`src/rtl/prio_encode_rr.sv`:
```
// prio_encode_rr: registered N-to-log2(N) priority encoder with valid/ack handshake and fixed or round-robin priority
module prio_encode_rr #(
  parameter int N = 8,
  localparam int W = $clog2(N)
) (
  input  logic         clk,
  input  logic         rst,
  input  logic         en,
  input  logic         mode,
  input  logic [N-1:0] x,
  input  logic         ack,
  output logic [W-1:0] y,
  output logic         valid,
  output logic         multi,
  output logic [W:0]   cnt,
  output logic [W-1:0] ptr
);
  typedef enum logic {IDLE, HOLD} state_t;
  state_t state, nstate;
  logic cap, found;
  logic [W-1:0] nptr, win;
  logic [W:0] pc;
  assign valid = (state == HOLD);
  always_comb begin
    cap = en && (|x) && (!valid || ack);
    nptr = (valid && ack && mode) ? ((y == W'(N-1)) ? '0 : y + 1'b1) : ptr;
    nstate = cap ? HOLD : (valid && ack) ? IDLE : state;
    win = '0;
    found = 1'b0;
    pc = '0;
    // round-robin scans from the post-acknowledge pointer so back-to-back grants rotate
    for (int i = 0; i < N; i++) begin
      int j;
      j = int'(nptr) + i;
      if (j >= N) j = j - N;
      pc = pc + (W+1)'(x[i]);
      if (!mode && x[i]) win = W'(i);
      if (mode && !found && x[j]) begin
        win = W'(j);
        found = 1'b1;
      end
    end
  end
  always_ff @(posedge clk) begin
    if (rst) begin
      state <= IDLE;
      y <= '0;
      cnt <= '0;
      multi <= 1'b0;
      ptr <= '0;
    end else begin
      state <= nstate;
      ptr <= nptr;
      if (cap) begin
        y <= win;
        cnt <= pc;
        multi <= (pc > (W+1)'(1));
      end
    end
  end
endmodule

```
`config.mk`:
```
export PLATFORM = sky130hd
export DESIGN_NAME = prio_encode_rr
export DESIGN_NICKNAME = d
export VERILOG_FILES = /design/src/rtl/prio_encode_rr.sv
export SDC_FILE = /design/constraint.sdc
export NUM_CORES = 1
export LEC_CHECK = 0
export CAP_MARGIN = 20
export CORE_MARGIN = 4
export CORE_UTILIZATION = 40
export CTS_CLUSTER_DIAMETER = 150
export DETAILED_ROUTE_END_ITERATION = 7
export HOLD_SLACK_MARGIN = 0.1
export PLACE_DENSITY_LB_ADDON = 0.08
export SLEW_MARGIN = 15
export SYNTH_ARGS = -nofsm -noshare
export SYNTH_HDL_FRONTEND = slang
export SYNTH_SLANG_ARGS = --single-unit
```
`constraint.sdc`:
```
create_clock -name clk -period 4.9 [get_ports clk]
set_clock_uncertainty 0.05 [all_clocks]
set_input_delay 0.735 -clock clk [delete_from_list [all_inputs] [get_ports clk]]
set_output_delay 0.735 -clock clk [all_outputs]
set_load 0.02 [all_outputs]
```
; ---- Yosys cells after proc, flatten, opt, wreduce, memory -nomap -nowiden
; Index checks and enable logic that the tools add are counted.
[totals]
wordCells = 142
register_bits = 12
in_bits = 13
[op_classes]
n_addsub = 23
magnitude_cmp = 17
eq_ne = 1
n_reduce_logical = 38
mux = 58
[op_table]
columns = operator, count
row1 = $lt A32 B5 Y1 const B, 8
row2 = $mux W32, 8
row3 = $mux W3, 17
row4 = $sub A4 B4 Y5 const B, 7
row5 = $ge A4 B4 Y1 const B, 7
row6 = $logic_and A1 B1 Y1, 26
row7 = $mux W1, 25
row8 = $bmux W1 S3, 8
row9 = $add A3 B3 Y4 const B, 4
row10 = $add A4 B1 Y4, 4
row11 = $logic_not A1 Y1, 9
row12 = $add A3 B2 Y4 const B, 2
row13 = $reduce_or A8 Y1, 1
row14 = $sub A3 B4 Y5 const B, 1
row15 = $add A3 B1 Y4, 1
row16 = $add A3 B1 Y4 const B, 1
row17 = $ge A3 B4 Y1 const B, 1
row18 = $gt A4 B1 Y1 const B, 1
row19 = $add A2 B1 Y3, 1
row20 = $add A3 B1 Y3 const B, 1
row21 = $eq A3 B3 Y1 const B, 1
row22 = $add A1 B1 Y2, 1
row23 = $reduce_bool A2 Y1, 1
row24 = $logic_or A1 B1 Y1, 1

; ---- Logic depth before layout (Yosys ltp)
; Gate-level depths: netlist (run 1).
[depth]
word_depth = 38
depth_mapped = 15
depth_no_buf = 13

; ---- Least setup slack after synthesis (run 1)
; Ideal clock, no wire load.
[synth_path]
kind = input to register
start = in mode
end = reg y[1]
path_stages = 13
arrival_time_ps = 4255
setup_ps = 71
required_time_ps = 4779
path_slack_ps = 524
n_path_buf = 2
cell_sequence = buf_4 nand3_1 mux2i_1 inv_2 ha_1 clkbuf_1 mux4_2 mux2_4 a2111o_1 a21oi_1 o221ai_1 or4_1 a21oi_1
[synth_between]
elab_chain_cells = 37
elab_cells_between_ends = 109
cone_classes = add/sub: 15 / order compare: 8 / mux: 55 / reduce/logical: 31
[synth_rtl]
columns = item, line_no
row1 = "start, declared", 9  ; input logic mode,
row2 = $logic_and A1 B1 Y1 (*), 26  ; nptr = (valid && ack && mode) ? ((y == W'(N-1)) ? '0 : y + 1'b1) : ptr;
row3 = $mux W3 (*), 26
row4 = net nptr[1], 21  ; logic [W-1:0] nptr, win;
row5 = branches (longest 34 deep; another with $sub A4 B4 Y5), --
row6 = $mux W3 (*), 38  ; if (mode && !found && x[j]) begin
row7 = "end signal, assigned", 55  ; y <= win;
row8 = "end, declared", 12  ; output logic [W-1:0] y,
; Mark *: on every way through the listed nets, which the timed path passes. The select of a mux whose other input is x is not followed.
; A chain may end at the register's enable or synchronous reset.

; ---- Worst setup path in the final report (run 1)
; Ends and elaborated chain as after synthesis.

==> results of run 1 <==
-- routing by layer --
layer / global-route usage, % / routed length [microns]
met1: 28.61 / 2325
met2: 32.77 / 2340
met3: 3.306 / 356
met4: 4.098 / 107
met5: 0 / 0
-- synth_stat cells, types with 2 or more instances --
cell type,count
a21o_1,2
o21ai_0,6
xnor2_1,2
mux4_2,4
dfxtp_1,12
ha_1,7
mux2i_1,17
nor2_1,22
fa_1,4
clkbuf_1,8
nor3_1,2
and2_1,2
nand4_1,6
nand2_1,14
a31oi_1,2
o31a_1,2
a2111oi_4,2
o221ai_1,3
nand3_1,8
buf_4,3
a22oi_1,2
and3_1,2
a211oi_1,4
mux2_2,3
o211ai_1,2
nand2b_1,4
a21oi_1,16
o22ai_1,5
inv_1,18
-- cell type report --
type                    instances  area [sq um]  area share (%)
clock buffers                   3         41.29           2.027
flip-flops and latches         12         240.2           11.79
well taps                      50         62.56           3.071
repair buffers                 34         315.3           15.48
inverters                      19         71.32           3.501
multi-input cells             167          1306           64.13
-- per-stage QoR --
step,cell area (sq um),hold slack (ns),setup WS [ns]
after detailed placement,1996,0.3999,0.4521
after global routing,2037,0.4378,0.4950
after global placement,1996,0.3957,0.5024
final,2037,0.4043,0.6504
after floorplan,1675,0.4845,0.5240
after CTS,2037,0.4068,0.6955
-- worst min path at each step --
stage | start | end | slack (ns)
floorplan | cnt[0]$_SDFFE_PP0P_ | cnt[0]$_SDFFE_PP0P_ | 0.48
global placement | cnt[0]$_SDFFE_PP0P_ | cnt[0]$_SDFFE_PP0P_ | 0.40
detailed placement | cnt[0]$_SDFFE_PP0P_ | cnt[0]$_SDFFE_PP0P_ | 0.40
CTS | cnt[0]$_SDFFE_PP0P_ | cnt[0]$_SDFFE_PP0P_ | 0.41
global route | cnt[0]$_SDFFE_PP0P_ | cnt[0]$_SDFFE_PP0P_ | 0.44
finish | cnt[0]$_SDFFE_PP0P_ | cnt[0]$_SDFFE_PP0P_ | 0.40
-- power by group --
part | switching [mW] | internal, mW
registers | 0.00679 | 0.107
logic | 0.138 | 0.107
clock network | 0.0342 | 0.0540
total | 0.179 | 0.268
-- kinds of logic after synthesis --
kind of cell	Yosys count
AND/OR/NAND/NOR	67
AO/OA/AOI/OAI	59
buffers and inverters	31
multiplexers	27
flip-flops	12
adder cells (fa/ha/maj)	11
XOR/XNOR	3
-- state kept, by name, indices dropped and copies added (netlist names) --
name and count:
multi 1, valid 1, ptr 3, y 3, cnt 4
-- worst reg2reg max path: stages (launching register included) --
cell and delay [ns]:
dfxtp_1 0.35, ha_1 0.21, ha_1 0.17, nor2_1 0.23, mux2i_1 0.14, inv_1 0.09, ha_1 0.25, buf_4 0.18
mux4_2 0.34, mux2_4 0.32, a2111o_1 0.44, a21oi_1 0.15, o221ai_1 0.14, or4_1 0.42, a21oi_1 0.13
-- layout by cell type, fill, tap and decap left out, types with 3 or more instances in the layout --
| cell | instances |
|---|---|
| buf_4 | 10 |
| mux2_2 | 3 |
| nand2_1 | 14 |
| ha_1 | 7 |
| dfxtp_1 | 12 |
| mux4_2 | 4 |
| clkbuf_8 | 3 |
| nor2_1 | 22 |
| nand3_1 | 8 |
| nand2b_1 | 4 |
| o22ai_1 | 5 |
| a211oi_1 | 4 |
| mux2i_1 | 17 |
| clkdlybuf4s50_1 | 24 |
| o21ai_0 | 6 |
| nand4_1 | 6 |
| o221ai_1 | 3 |
| a21oi_1 | 16 |
| fa_1 | 4 |
| inv_1 | 18 |
==> flow_metrics.tcl, run 1 <==
set metrics [dict create \
    cp-start-kind "input pin" \
    clockBufferDepth 2 \
    synth_seq_cells 12 \
    cts_tree "built" \
    synth_top_area_cell "dfxtp_1" \
    crit_family "multiplexers" \
    r2r_slack_ns 1.20 \
    drt.antenna.violating_nets 0 \
    slowest_delay_ns 0.57 \
    grt_setup_unrepaired "no" \
    synth_cell_types 55 \
    min_delay_path_depth 2 \
    layout.nets 261 \
    synth_mux_area_share_pct 20.61 \
    required_ns 5.01 \
    synthXorXnorAreaFrac_pct 1.568 \
    path_buf_inv 2 \
    r2r-start "y[0]$_SDFFE_PP0P_" \
    critical_path_arrival_ns 4.36 \
    ioPinCount 25 \
    synth_compound_area_share_pct 26.29 \
    final-hold-violation-count 0 \
    leakage_nw 0.8018 \
    via_per_inst 6.260 \
    setup_viol_count_final 0 \
    cp_slowest_cell "clkdlybuf4s50_1" \
    grt_pass1_vias 1673 \
    core-area_sq_um 4029 \
    synth_simple_gate_area_share_pct 19.49 \
    synthArstFlopShare_pct 0 \
    clk_pin_slew_ns 0.05 \
    fin_crit_ns 4.250 \
    cp-endpoint "y[1]$_SDFFE_PP0P_" \
    avgSynthCellArea_sq_um 7.978 \
    ir_drop_mv 0.1588 \
    cts_resized 0 \
    placedCellCount 282 \
    worstPathMaxFanout 5 \
    synth-adder-area-share_pct 10.01 \
    end_kind "flip-flop" \
    area_growth_pct 21.58 \
    utilization_pct 50.56 \
    insertion_delay_ns 0.24 \
    synth-edff-count 0 \
    htree_num_levels 1 \
    max_slew_margin_pct 58.16 \
    synth_top_family_by_area "compound AO/OA/AOI/OAI gates" \
    path_class "in -> reg" \
    yosysWarnings 0 \
    hpwl_microns 4075 \
    routed_wl_microns 5130 \
    diodes 0 \
    cp.depth 12 \
    final_cell_count_no_fill 285 \
    num_vias 1784 \
    tightest_slew_ns 0.6277 \
    drive_above_1_share_pct 11.91 \
    max_freq_mhz 235.3 \
    root_buffer "clkbuf_8" \
    hp-class "reg -> reg" \
    synth_top_area_share_pct 14.34 \
    cts_hold_buf 0 \
    clock-sinks 12 \
    yosysSeqAreaShare_pct 14.34 \
    grt_remaining_overflow 0 \
    rows 23 \
    syn_nets 234 \
    drc 0 \
    gp_congestion 0.9665 \
    fill_cells 413 \
    start_util_pct 41.58 \
    crit_path_cell_trace "clkdlybuf4s50_1, nand3_1, mux2i_1, inv_2, ha_1, mux4_2, mux2_4, a2111o_1, a21oi_1, o221ai_1, or4_1, a21oi_1" \
    port_buffers 24 \
    numCtsBuffers 3 \
    yosys-top-cells-area "dfxtp_1, mux2i_1, mux4_2, ha_1, nor2_1" \
    reg2reg_depth 14 \
    dieArea_sq_um 5287 \
    reg2reg_to "y[1]$_SDFFE_PP0P_" \
    drv_slew 0 \
    grt_pass1_wl_microns 8397 \
    grt_max_degree 16 \
    status "completed" \
    wl_per_cell_microns 18.00 \
    grt_util_all_layers_pct 20.31 \
    crit_top_cell "a21oi_1" \
    fin_total_pwr_uw 447.6 \
    fin_setup_tns_ns 0 \
    fp.dieH_microns 72.72 \
    maxCapViolCount 0 \
    critPathLaunch "mode" \
    synth_top_flop_cell "dfxtp_1" \
    synth_cells 210 \
    die_w_microns 72.72 \
    fin_crit_sh_pct 86.73 \
    pwr_density_cell_nw_per_um2 219.7 \
    synth_area_sq_um 1675 \
    drtPass1Iterations 5 \
    cts_post_setup_buffers_inserted 0 \
    antenna_found_initial 0 \
    drt-initial-drc-count 178 \
]
No activity file was read; power rests on OpenSTA's default activity.
==> run 2: changes to the inputs <==
--- a/config.mk
+++ b/config.mk
@@ -6,6 +6,8 @@
 export NUM_CORES = 1
 export LEC_CHECK = 0
 export CAP_MARGIN = 20
+export CELL_PAD_IN_SITES_DETAIL_PLACEMENT = 0
+export CELL_PAD_IN_SITES_GLOBAL_PLACEMENT = 1
 export CORE_MARGIN = 4
 export CORE_UTILIZATION = 40
 export CTS_CLUSTER_DIAMETER = 150
==> flow_metrics.tcl, run 2 (same netlist as run 1, synthesis figures left out) <==
set metrics [dict create \
    grtUsageMet3_pct 4.270 \
    root_buffer "clkbuf_8" \
    die_w_microns 72.72 \
    clock-sinks 12 \
    regMostFlops "cnt" \
    cts_hold_buf 0 \
    largest_register_ffs 4 \
    required_ns 5.01 \
    setup_viol_count_final 0 \
    via_per_inst 6.187 \
    worstPathMaxFanout 5 \
    grt_max_degree 16 \
    grt.busiest_layer "met2" \
    port_buffers 24 \
    hp-class "reg -> reg" \
    area_growth_pct 21.06 \
    drv_slew 0 \
    hpwl_microns 4088 \
    antenna_found_initial 0 \
    hold-worst-slack_ns 0.4222 \
    grt_setup_unrepaired "no" \
    leakage_nw 0.7935 \
    max_freq_mhz 234.2 \
    reg_top3 "cnt x4, ptr x3, y x3" \
    clockBufferDepth 2 \
    end_kind "flip-flop" \
    ioPinCount 25 \
    clk_pin_slew_ns 0.05 \
    drt.antenna.violating_nets 0 \
    cp-start-kind "input pin" \
    max_slew_margin_pct 61.45 \
    dieArea_sq_um 5287 \
    cts_resized 0 \
    cts_post_setup_buffers_inserted 0 \
    utilization_pct 50.34 \
    htree_num_levels 1 \
    start_util_pct 41.58 \
    numCtsBuffers 3 \
    ir_drop_mv 0.2143 \
    final-hold-violation-count 0 \
    drtPass1Iterations 4 \
    routed_wl_microns 5151 \
    fin_setup_tns_ns 0 \
    drive_above_1_share_pct 11.16 \
    tightest_slew_ns 0.5661 \
    fp.dieH_microns 72.72 \
    cts_tree "built" \
    critical_path_arrival_ns 4.38 \
    drc 0 \
    num_vias 1751 \
    path_class "in -> reg" \
    met1_usage_pct 24.22 \
    fin_crit_sh_pct 87.14 \
    core-area_sq_um 4029 \
    maxCapViolCount 0 \
    grt_pass1_wl_microns 8383 \
    diodes 0 \
    drt-initial-drc-count 78 \
    grt_util_all_layers_pct 20.14 \
    pwr_density_cell_nw_per_um2 229.5 \
    final_cell_mix "clkdlybuf4s50_1, nor2_1, inv_1, mux2i_1, a21oi_1" \
    layout.nets 258 \
    final_common_cell "clkdlybuf4s50_1" \
    fin_crit_ns 4.270 \
    insertion_delay_ns 0.24 \
    gp_congestion 0.9203 \
    grt_remaining_overflow 0 \
    grtUsageMet2_pct 34.37 \
    grt_pass1_vias 1760 \
    wl_per_cell_microns 18.20 \
    rows 23 \
    status "completed" \
]
==> run 2: cell count changes in the layout (fill, tap and decap cells not counted), sizes merged <==
cell and change:
clkbuf +1, buf -3
==> run 2: path summary, 6_finish.rpt <==
kind	start	end	slack [ns]	cells after the start
worst max-delay path	mode	y[1]$_SDFFE_PP0P_	0.63	12
worst min-delay path	cnt[0]$_SDFFE_PP0P_	cnt[0]$_SDFFE_PP0P_	0.42	2
worst min register to register	cnt[0]$_SDFFE_PP0P_	cnt[0]$_SDFFE_PP0P_	0.42	2
worst max register to register	y[0]$_SDFFE_PP0P_	y[1]$_SDFFE_PP0P_	1.13	14
==> run 2: cell type report <==
type / count / area [sq um]
clock buffers: 4 / 55.05
fillers: 403 / 2001
inverters: 19 / 71.32
multi-input cells: 167 / 1306
flip-flops and latches: 12 / 240.2
well taps: 50 / 62.56
repair buffers: 31 / 292.8
==> run 2: worst max-delay path, stage by stage <==
cell	delay, ns
clkdlybuf4s50_1	0.56
nand3_1	0.21
mux2i_1	0.30
inv_2	0.07
ha_1	0.32
mux4_2	0.56
mux2_4	0.31
a2111o_1	0.43
a21oi_1	0.15
o221ai_1	0.17
or4_1	0.43
a21oi_1	0.13
==> run 2: through the flow <==
stage	area, sq um	power (mW)	setup WS [ns]	std cells
after floorplan	1675	0.2788	0.5240	210
after global placement	1973	0.3530	0.4583	279
after detailed placement	1973	0.3586	0.4149	279
after CTS	2028	0.4677	0.6504	283
after global routing	2028	0.4971	0.4353	283
final	2028	0.4654	0.6300	283
==> run 2: report_power, final <==
group          switching (mW)  internal [mW]  total [mW]
clock network          0.0361         0.0710       0.107
logic                   0.138          0.106       0.244
registers             0.00710          0.107       0.114
total                   0.182          0.284       0.465
==> run 2: metal layers <==
metal | part of all wire (%) | routed length (microns)
met1 | 42 | 2174
met4 | 3.9 | 201
met5 | 0 | 0
met3 | 5.3 | 273
met2 | 49 | 2502
